===== src/rtl/mbu_ctx_seq.sv =====
// Context save/restore sequencer for MBU bank registers MB0-MB7 backed by a LIFO shadow stack.
// Optional feature macro: MBU_CTX_KERNEL_MAP_EN (save also writes MB[i] = KERNEL_BASE+i).
module mbu_ctx_seq #(
  parameter int         DEPTH       = 4,
  parameter logic [7:0] KERNEL_BASE = 8'h80
) (
  input  logic       clk,
  input  logic       nreset,
  input  logic       nsave,
  input  logic       nrestore,
  input  logic [7:0] rd,
  output logic [2:0] ra,
  output logic [2:0] wa,
  output logic [7:0] wd,
  output logic       nwen,
  output logic       nbusy,
  output logic       ndone,
  output logic       nfault,
  output logic [3:0] sp
);

  typedef enum logic [2:0] {IDLE, SV_RD, SV_WR, RS_WR, DONE} state_t;

  localparam logic [3:0] DEPTH_L = 4'(DEPTH);

  state_t     state_q, state_d;
  logic [2:0] idx_q, idx_d;
  logic [3:0] sp_q, sp_d;
  logic [2:0] ra_q, ra_d;
  logic [2:0] wa_q, wa_d;
  logic [7:0] wd_q, wd_d;
  logic       nwen_q, nwen_d;
  logic       nbusy_q, nbusy_d;
  logic       ndone_q, ndone_d;
  logic       nfault_q, nfault_d;

  // Addressed as {sp, idx}; slots at or above DEPTH are never written.
  logic [7:0] stack_q [128];
  logic       stack_we;
  logic [6:0] stack_waddr;
  logic [3:0] sp_dec;
  logic [2:0] idx_inc;

  assign sp_dec      = sp_q - 4'd1;
  assign idx_inc     = idx_q + 3'd1;
  assign stack_waddr = {sp_q, idx_q};

`ifdef MBU_CTX_KERNEL_MAP_EN
  logic [7:0] kernel_wd;
  assign kernel_wd = KERNEL_BASE + {5'd0, idx_q};
`else
  logic [7:0] unused_kernel_base;
  assign unused_kernel_base = KERNEL_BASE;
`endif

  always_comb begin
    state_d  = state_q;
    idx_d    = idx_q;
    sp_d     = sp_q;
    ra_d     = ra_q;
    wa_d     = wa_q;
    wd_d     = wd_q;
    nwen_d   = 1'b1;
    nbusy_d  = nbusy_q;
    ndone_d  = 1'b1;
    nfault_d = nfault_q;
    stack_we = 1'b0;
    case (state_q)
      IDLE: begin
        ra_d    = 3'd0;
        nbusy_d = 1'b1;
        if (!nsave) begin
          if (sp_q < DEPTH_L) begin
            idx_d   = 3'd0;
            nbusy_d = 1'b0;
            state_d = SV_RD;
          end else begin
            nfault_d = 1'b0;
          end
        end else if (!nrestore) begin
          if (sp_q != 4'd0) begin
            sp_d    = sp_dec;
            idx_d   = 3'd0;
            nbusy_d = 1'b0;
            wa_d    = 3'd0;
            wd_d    = stack_q[{sp_dec, 3'd0}];
            nwen_d  = 1'b0;
            state_d = RS_WR;
          end else begin
            nfault_d = 1'b0;
          end
        end
      end
      SV_RD: begin
        stack_we = 1'b1;
`ifdef MBU_CTX_KERNEL_MAP_EN
        wa_d    = idx_q;
        wd_d    = kernel_wd;
        nwen_d  = 1'b0;
        state_d = SV_WR;
      end
      SV_WR: begin
`endif
        // Per-register step of a save; the last register pushes the context.
        if (idx_q == 3'd7) begin
          sp_d    = sp_q + 4'd1;
          ra_d    = 3'd0;
          nbusy_d = 1'b1;
          ndone_d = 1'b0;
          state_d = DONE;
        end else begin
          idx_d   = idx_inc;
          ra_d    = idx_inc;
          state_d = SV_RD;
        end
      end
      RS_WR: begin
        if (idx_q == 3'd7) begin
          nbusy_d = 1'b1;
          ndone_d = 1'b0;
          state_d = DONE;
        end else begin
          idx_d   = idx_inc;
          wa_d    = idx_inc;
          wd_d    = stack_q[{sp_q, idx_inc}];
          nwen_d  = 1'b0;
        end
      end
      DONE: begin
        ra_d    = 3'd0;
        nbusy_d = 1'b1;
        state_d = IDLE;
      end
      default: state_d = IDLE;
    endcase
  end

  always_ff @(posedge clk or negedge nreset) begin
    if (!nreset) begin
      state_q  <= IDLE;
      idx_q    <= 3'd0;
      sp_q     <= 4'd0;
      ra_q     <= 3'd0;
      wa_q     <= 3'd0;
      wd_q     <= 8'd0;
      nwen_q   <= 1'b1;
      nbusy_q  <= 1'b1;
      ndone_q  <= 1'b1;
      nfault_q <= 1'b1;
    end else begin
      state_q  <= state_d;
      idx_q    <= idx_d;
      sp_q     <= sp_d;
      ra_q     <= ra_d;
      wa_q     <= wa_d;
      wd_q     <= wd_d;
      nwen_q   <= nwen_d;
      nbusy_q  <= nbusy_d;
      ndone_q  <= ndone_d;
      nfault_q <= nfault_d;
    end
  end

  always_ff @(posedge clk) begin
    if (stack_we) stack_q[stack_waddr] <= rd;
  end

  assign ra     = ra_q;
  assign wa     = wa_q;
  assign wd     = wd_q;
  assign nwen   = nwen_q;
  assign nbusy  = nbusy_q;
  assign ndone  = ndone_q;
  assign nfault = nfault_q;
  assign sp     = sp_q;

endmodule


===== config.mk =====
export PLATFORM = sky130hd
export DESIGN_NAME = mbu_ctx_seq
export DESIGN_NICKNAME = d
export VERILOG_FILES = /design/src/rtl/mbu_ctx_seq.sv
export SDC_FILE = /design/constraint.sdc
export NUM_CORES = 1
export LEC_CHECK = 0
export BUFFER_PORTS_ARGS = -buffer_cell sky130_fd_sc_hd__buf_4
export CORE_MARGIN = 8
export CORE_UTILIZATION = 57
export DETAILED_ROUTE_END_ITERATION = 10
export PLACE_DENSITY = 0.74
export SLEW_MARGIN = 20
export SYNTH_ARGS = -nofsm -noshare
export SYNTH_HDL_FRONTEND = slang
export SYNTH_SLANG_ARGS = --single-unit

===== constraint.sdc =====
create_clock -name clk -period 2.8 [get_ports clk]
set_input_delay 0.42 -clock clk [delete_from_list [all_inputs] [get_ports clk]]
set_output_delay 0.42 -clock clk [all_outputs]
set_load 0.1 [all_outputs]

==> flow_summary.ini, run 1 <==
[floorplan]
start_util_pct = 57.3
core_box_area_um2 = 74100
floorplan.die_area_um2 = 83500
floorplan.io_pins = 34
dieHeight_um = 289
number_of_cell_rows = 100
die_w_um = 289

[global_route]
grt_overflow_total = 0
grt_start_max_net_pins = 79
grt_antenna_before_repair = 3
first_pass_grt_wire_length_um = 166000
vias_in_the_first_global_route = 23400
grt_usage_pct = 27.9

[logic_synthesis]
synthCells = 2107
yosys-top-cells-count = edfxtp_1 (1024), mux4_2 (232), nor2_1 (157), mux2i_1 (151), nand2_1 (87)
cell_type_with_the_largest_total_area_after_synthesis = edfxtp_1
dominant_combinational_cell_family_by_area_after_synthesis = multiplexers
yosys_warnings = 0
synth_top_flop_cell = edfxtp_1
synth-async-reset-ratio_pct = 2.66
postSynthNetCount = 2126
synth-seq-cells = 1052
synth_adder_area_share_pct = 0.206
syn-mean-instance-area_um2 = 20.2
yosys.area_share.simple_pct = 3.16
synthDistinctLibCells = 62
synth_top_cells_by_area = edfxtp_1 (72%), mux4_2 (12%), mux2i_1 (3.6%)
netlist_area_um2 = 42500
post-synth-top-count-cell = edfxtp_1
yosysTopAreaCellShare_pct = 72.4
share_of_the_synthesized_area_in_compound_gates_ao_oa_aoi_oai_pct = 2.94
synth_xor_xnor_area_share_pct = 0.0825
synth_enable_flop_cells = 1024
seq_area_frac_synth_pct = 74.1
synth_mux_area_share_pct = 17.6

[worst_setup_path]
worstSetupEndpointType = register
worst_ep_arrival_time_ns = 3.41
crit_path_start_kind = register
worst-endpoint-required_ns = 3.32
critPathKind = register to register
worstPathMaxFanout = 12

[cts]
source_to_sink_clock_delay_at_the_later_pin_of_the_worst_skew_pair_ns = 0.68
clock_buffers_created_by_tritoncts = 102
tritoncts = yes
ctsHtreeMaxLevel = 3
clock_sinks = 1052
clk_pin_slew_ns = 0.06
clock_path_buffers = 3
ctsRootBufferMaster = clkbuf_16

[final_layout]
post-route-util_pct = 67.7
area_of_combinational_cells_with_multiple_inputs_um2 = 10400
area_growth_syn_to_layout_pct = 18.1
fin_nets = 2508
filler_cell_count_in_the_final_layout = 4553
drive_above_1_share_pct = 32.6
ff_latch_area_um2 = 31500

[place]
place.port_buffers = 33
place.gp.congestion = 0.982
detailed_place_hpwl_um = 76700

[power_and_ir_drop]
power.ir.vdd_worst_v = 0.000783
sw_power_mw = 19.6
seqPwrFrac_pct = 32.6
sw_frac_of_total_pct = 35.1
fin_total_pwr_mw = 55.9
combPwrFrac_pct = 42.8
static-leakage-power_nw = 16.9
clock_power_share_pct = 24.5
power_per_cell_area_nw_per_um2 = 1110
p_int_mw = 36.3

[sta]
setup_slack_ns = -0.0914
finalCritPeriodShare_pct = 103
report.final.hold_viol_count = 0
maxSlewHeadroom_pct = 47.6
finalSetupViolCount = 5
totalNegativeSetupSlack_ns = -0.199
layout_min_cycle_time_ns = 2.89
worst_pin_slew_ns = 0.786
grt_setup_unrepaired = true
number_of_max_slew_violations_in_the_final_report = 0
hold-worst-slack_ns = 0.181
timing.fmax_mhz = 346
clock_skew_ns = 0.0443

[run]
maxCapViolCount = 0

[worst_hold_path]
hp-class = primary input to register

[run_status]
outcome = complete, but fails checks
violations = negative setup slack

[detailed_routing]
wire_per_inst_um = 33.2
drtAntennaViolNets = 0
drt-pass1-iter-count = 6
dr.first_iter.drc_count = 3855
wirelength_um = 118000
dr_total_vias = 24100
post_drt_via_cell_ratio = 6.79
detail_route.drc_violations = 0
==> flip-flops by register name, summed over array words and instances (netlist names) <==
register / cells
sp: 4
wd: 8
ndone: 1
idx_q: 3
state_q: 3
stack_q: 1024
wa: 3
nbusy: 1
nfault: 1
ra: 3
nwen: 1
==> logic make-up after synthesis <==
logic type | Yosys count
buffers and inverters | 125
flip-flops | 1052
AND/OR/NAND/NOR | 317
AO/OA/AOI/OAI | 182
multiplexers | 420
XOR/XNOR | 4
adder cells (fa/ha/maj) | 7
==> placed cells by master (no fill, tap or decap), types with 24 or more instances in the layout <==
| cell type | instances |
|---|---|
| a21oi_1 | 28 |
| a22oi_1 | 45 |
| buf_12 | 33 |
| buf_4 | 340 |
| clkbuf_16 | 108 |
| clkinv_1 | 25 |
| clkinv_2 | 29 |
| edfxtp_1 | 1024 |
| mux2i_1 | 150 |
| mux4_2 | 232 |
| nand2_1 | 84 |
| nor2_1 | 156 |
| o21ai_0 | 24 |
==> critical path: stages (launching register included) <==
cell      delay, ns
dfrtp_4        0.53
ha_4           0.35
buf_12         0.19
buf_16         0.17
mux4_2         0.32
mux4_2         0.50
o211ai_1       0.49
a31oi_1        0.18
==> area by class of cell <==
cell class,instances,area share (%)
Clock buffer,116,5.28
Sequential cell,1052,62.7
Multi-Input combinational cell,930,20.7
Tap cell,969,2.42
Timing Repair Buffer,396,7.39
Antenna cell,2,0.00998
Inverter,7,0.0698
Clock inverter,74,1.44
==> layer usage <==
layer | vias up | global-route usage, % | wire length [µm]
met5 | - | 0 | 13
met4 | 2 | 13.2 | 6810
met3 | 378 | 7.25 | 15200
met2 | 1883 | 42.2 | 53400
met1 | 12300 | 38.3 | 42400
li1 | 9502 | - | -
==> path summary, 6_finish.rpt <==
kind	from	end	slack [ns]	cells after the start
min reg2reg	wa[1]$_DFFE_PN0P_	wa[1]$_DFFE_PN0P_	0.49	2
max reg2reg	idx_q[0]$_DFFE_PN0P_	wd[6]$_DFFE_PN0P_	-0.09	7
max	idx_q[0]$_DFFE_PN0P_	wd[6]$_DFFE_PN0P_	-0.09	7
min in group asynchronous	nreset	state_q[1]$_DFFE_PN0P_	0.24	2
max in group asynchronous	nreset	sp[1]$_DFFE_PN0P_	2.22	2
min	nsave	nfault$_DFFE_PN1P_	0.18	3
==> stage by stage <==
stage	setup WS, ns	instance area, µm²	std cells
final	-0.0914	50200	3546
after floorplan	0.0272	42500	2107
after CTS	-0.0393	49800	3521
after detailed placement	-0.270	46100	3319
after global placement	-0.214	46100	3319
after global routing	-0.0834	50200	3544
==> timing repair <==
action,4_1_cts,5_1_grt
endpoints found under the setup margin,24,53
resized for setup,23,28
pin swaps,2,7
cloned,3,4
hold endpoints to repair,28,0
hold buffers,1,0
buffers inserted,8,19
==> power groups by stage <==
stage | combinational, mW | sequential [mW] | clock [mW]
2_1_floorplan | 12.5 | 19.3 | 0
4_1_cts | 22.6 | 18.2 | 13.8
5_1_grt | 24.7 | 18.3 | 14.4
3_3_place_gp | 21.3 | 18.5 | 0
6_report | 24.0 | 18.3 | 13.7
3_5_place_dp | 21.6 | 18.5 | 0
Power figures use the tool's default switching activity.
==> inputs of run 2 (changes only) <==
--- a/config.mk
+++ b/config.mk
@@ -9,6 +9,7 @@
 export CORE_MARGIN = 8
 export CORE_UTILIZATION = 57
 export DETAILED_ROUTE_END_ITERATION = 10
+export MAX_ROUTING_LAYER = met4
 export PLACE_DENSITY = 0.74
 export SLEW_MARGIN = 20
 export SYNTH_ARGS = -nofsm -noshare
==> constraint.sdc (replaced) <==
create_clock -name clk -period 2.8 [get_ports clk]
set_input_delay 0.42 -clock clk [delete_from_list [all_inputs] [get_ports clk]]
set_output_delay 0.42 -clock clk [all_outputs]
set_load 0.01 [all_outputs]
==> flow_summary.ini, run 2 (synthesis results as in run 1) <==
[cts]
clock_sinks = 1052
clk_pin_slew_ns = 0.06
clock_buffers_created_by_tritoncts = 102
ctsHtreeMaxLevel = 3
source_to_sink_clock_delay_at_the_later_pin_of_the_worst_skew_pair_ns = 0.67
ctsRootBufferMaster = clkbuf_16
clock_path_buffers = 3
tritoncts = yes

[place]
place.port_buffers = 33
dpl_cell_area_um2 = 46000
placedCellCount = 3311
detailed_place_hpwl_um = 75100
place.gp.congestion = 0.998

[worst_hold_path]
hp-class = primary input to register
hold_path_end = stack_q[71][1]$_DFFE_PP_
hold-path-cell-count = 1
hold_path.startpoint = rd[1]

[sta]
finalSetupViolCount = 3
grt_setup_unrepaired = true
totalNegativeSetupSlack_ns = -0.122
finalCritPeriodShare_pct = 102
number_of_max_slew_violations_in_the_final_report = 0
maxSlewHeadroom_pct = 25.1
report.final.hold_viol_count = 0
clock_skew_ns = 0.0268
layout_min_cycle_time_ns = 2.86
worst_pin_slew_ns = 1.12
timing.fmax_mhz = 350
setup_slack_ns = -0.0600

[final_layout]
area_growth_syn_to_layout_pct = 18.2
largest_reg_flops = 1024
commonest_non_fill_non_tap_cell_in_the_layout = edfxtp_1
drive_above_1_share_pct = 32.9
post_layout_nonfiller_instances = 3547
design_area_um2 = 50200
antenna_fix_cells = 0
most_used_cells_in_the_layout_excluding_fill_and_tap_cells = edfxtp_1 (1024), buf_4 (339), mux4_2 (234), nor2_1 (151), mux2i_1 (147)
post-route-util_pct = 67.8
registers.top_by_ff_count = stack_q
fin_nets = 2509

[worst_setup_path]
worstPathMaxFanout = 5
worst_ep_arrival_time_ns = 3.41
critPathKind = register to register
reg2reg_depth = 10
crit_chain = ha_4, buf_6, buf_8, buf_12, mux4_2, mux4_2, o22ai_4, nor3_2, nor4_2, a21oi_1
worstSetupEndpointType = register
r2r-start = idx_q[0]$_DFFE_PN0P_
path_common_cell = mux4_2
critical_path_cell_count = 10
setup_slack_on_the_worst_flop_to_flop_path_ns = -0.06
timing.critical_path.slowest_cell_delay_ns = 0.54
critPathBufInv = 3
worst-endpoint-required_ns = 3.35
critical-path-slowest-cell = mux4_2
timing.critical_path.max_delay_family = multiplexers
crit_path_start_kind = register
r2r-end = wd[0]$_DFFE_PN0P_

[global_route]
grt_start_max_net_pins = 129
first_pass_grt_wire_length_um = 163000
grt_overflow_total = 0
vias_in_the_first_global_route = 23400
grt_antenna_before_repair = 1
grt_usage_pct = 28.2

[floorplan]
die_w_um = 289
start_util_pct = 57.3
dieHeight_um = 289
number_of_cell_rows = 100
floorplan.io_pins = 34
floorplan.die_area_um2 = 83500
core_box_area_um2 = 74100

[power_and_ir_drop]
static-leakage-power_nw = 16.9
power.ir.vdd_worst_v = 0.000783
power_per_cell_area_nw_per_um2 = 1110
fin_total_pwr_mw = 55.9

[run]
maxCapViolCount = 0

[detailed_routing]
wirelength_um = 116000
dr.first_iter.drc_count = 3184
post_drt_via_cell_ratio = 6.64
wire_per_inst_um = 32.8
detail_route.drc_violations = 0
drtAntennaViolNets = 0
dr_total_vias = 23500
drt-pass1-iter-count = 5

[run_status]
violations = negative setup slack
outcome = complete, but fails checks
-- run 2: worst reg2reg max path, delay by kind of cell, from the launching register on --
family                     cells  cell delay (ns)
muxes                          2             0.87
DFF                            1             0.50
and+or+nand+nor                2             0.38
buffers and inverters          3             0.36
AOI/OAI and AO/OA              2             0.34
adders and majority gates      1             0.30
-- run 2: how the worst max path moves through the flow --
| stage | startpoint | slack (ns) | endpoint |
|---|---|---|---|
| 2_1_floorplan | sp[0]$_DFFE_PN0P_ | 0.02 | wd[6]$_DFFE_PN0P_ |
| 3_3_place_gp | idx_q[0]$_DFFE_PN0P_ | -0.28 | wd[3]$_DFFE_PN0P_ |
| 3_5_place_dp | idx_q[0]$_DFFE_PN0P_ | -0.30 | wd[3]$_DFFE_PN0P_ |
| 4_1_cts | idx_q[0]$_DFFE_PN0P_ | -0.06 | wd[3]$_DFFE_PN0P_ |
| 5_1_grt | idx_q[0]$_DFFE_PN0P_ | -0.07 | wd[2]$_DFFE_PN0P_ |
| 6_report | idx_q[0]$_DFFE_PN0P_ | -0.06 | wd[0]$_DFFE_PN0P_ |
-- run 2: area by class of cell --
cell class / instances / area (µm²)
sequential: 1052 / 31500
fill: 4616 / 23900
multi-input combinational: 930 / 10400
timing repair buffer: 397 / 3700
clock buffer: 129 / 2730
tap: 969 / 1210
clock inverter: 63 / 658
inverter: 7 / 27.5
-- run 2: routing by layer --
| metal | vias to the layer above | wire length (µm) | global-route usage (%) |
|---|---|---|---|
| met1 | 12300 | 44500 | 37.9 |
| met2 | 1529 | 54800 | 42.6 |
| met4 | 0 | 4460 | 11.1 |
| met3 | 250 | 12500 | 6.15 |
| met5 | - | 0 | - |
| li1 | 9489 | - | - |
-- run 2: per-stage QoR --
stage	worst slack [ns]	hold slack (ns)
6_report	-0.0600	0.168
3_5_place_dp	-0.299	0.382
2_1_floorplan	0.0227	0.124
4_1_cts	-0.0593	0.140
3_3_place_gp	-0.284	0.369
5_1_grt	-0.0696	0.154
-- run 2: repair_timing --
action | CTS | global route
hold buffers | 1 | 0
gates resized for setup | 12 | 62
endpoints found under the setup margin | 6 | 8
pin swaps | 2 | 23
cloned | 2 | 5
endpoints found under the hold margin | 27 | 0
setup buffers | 0 | 39
-- run 2: power by group --
group | internal (mW) | leakage [nW] | switching (mW)
logic | 10.9 | 5.73 | 13.0
clock network | 7.95 | 1.64 | 5.88
registers | 17.8 | 9.53 | 0.382
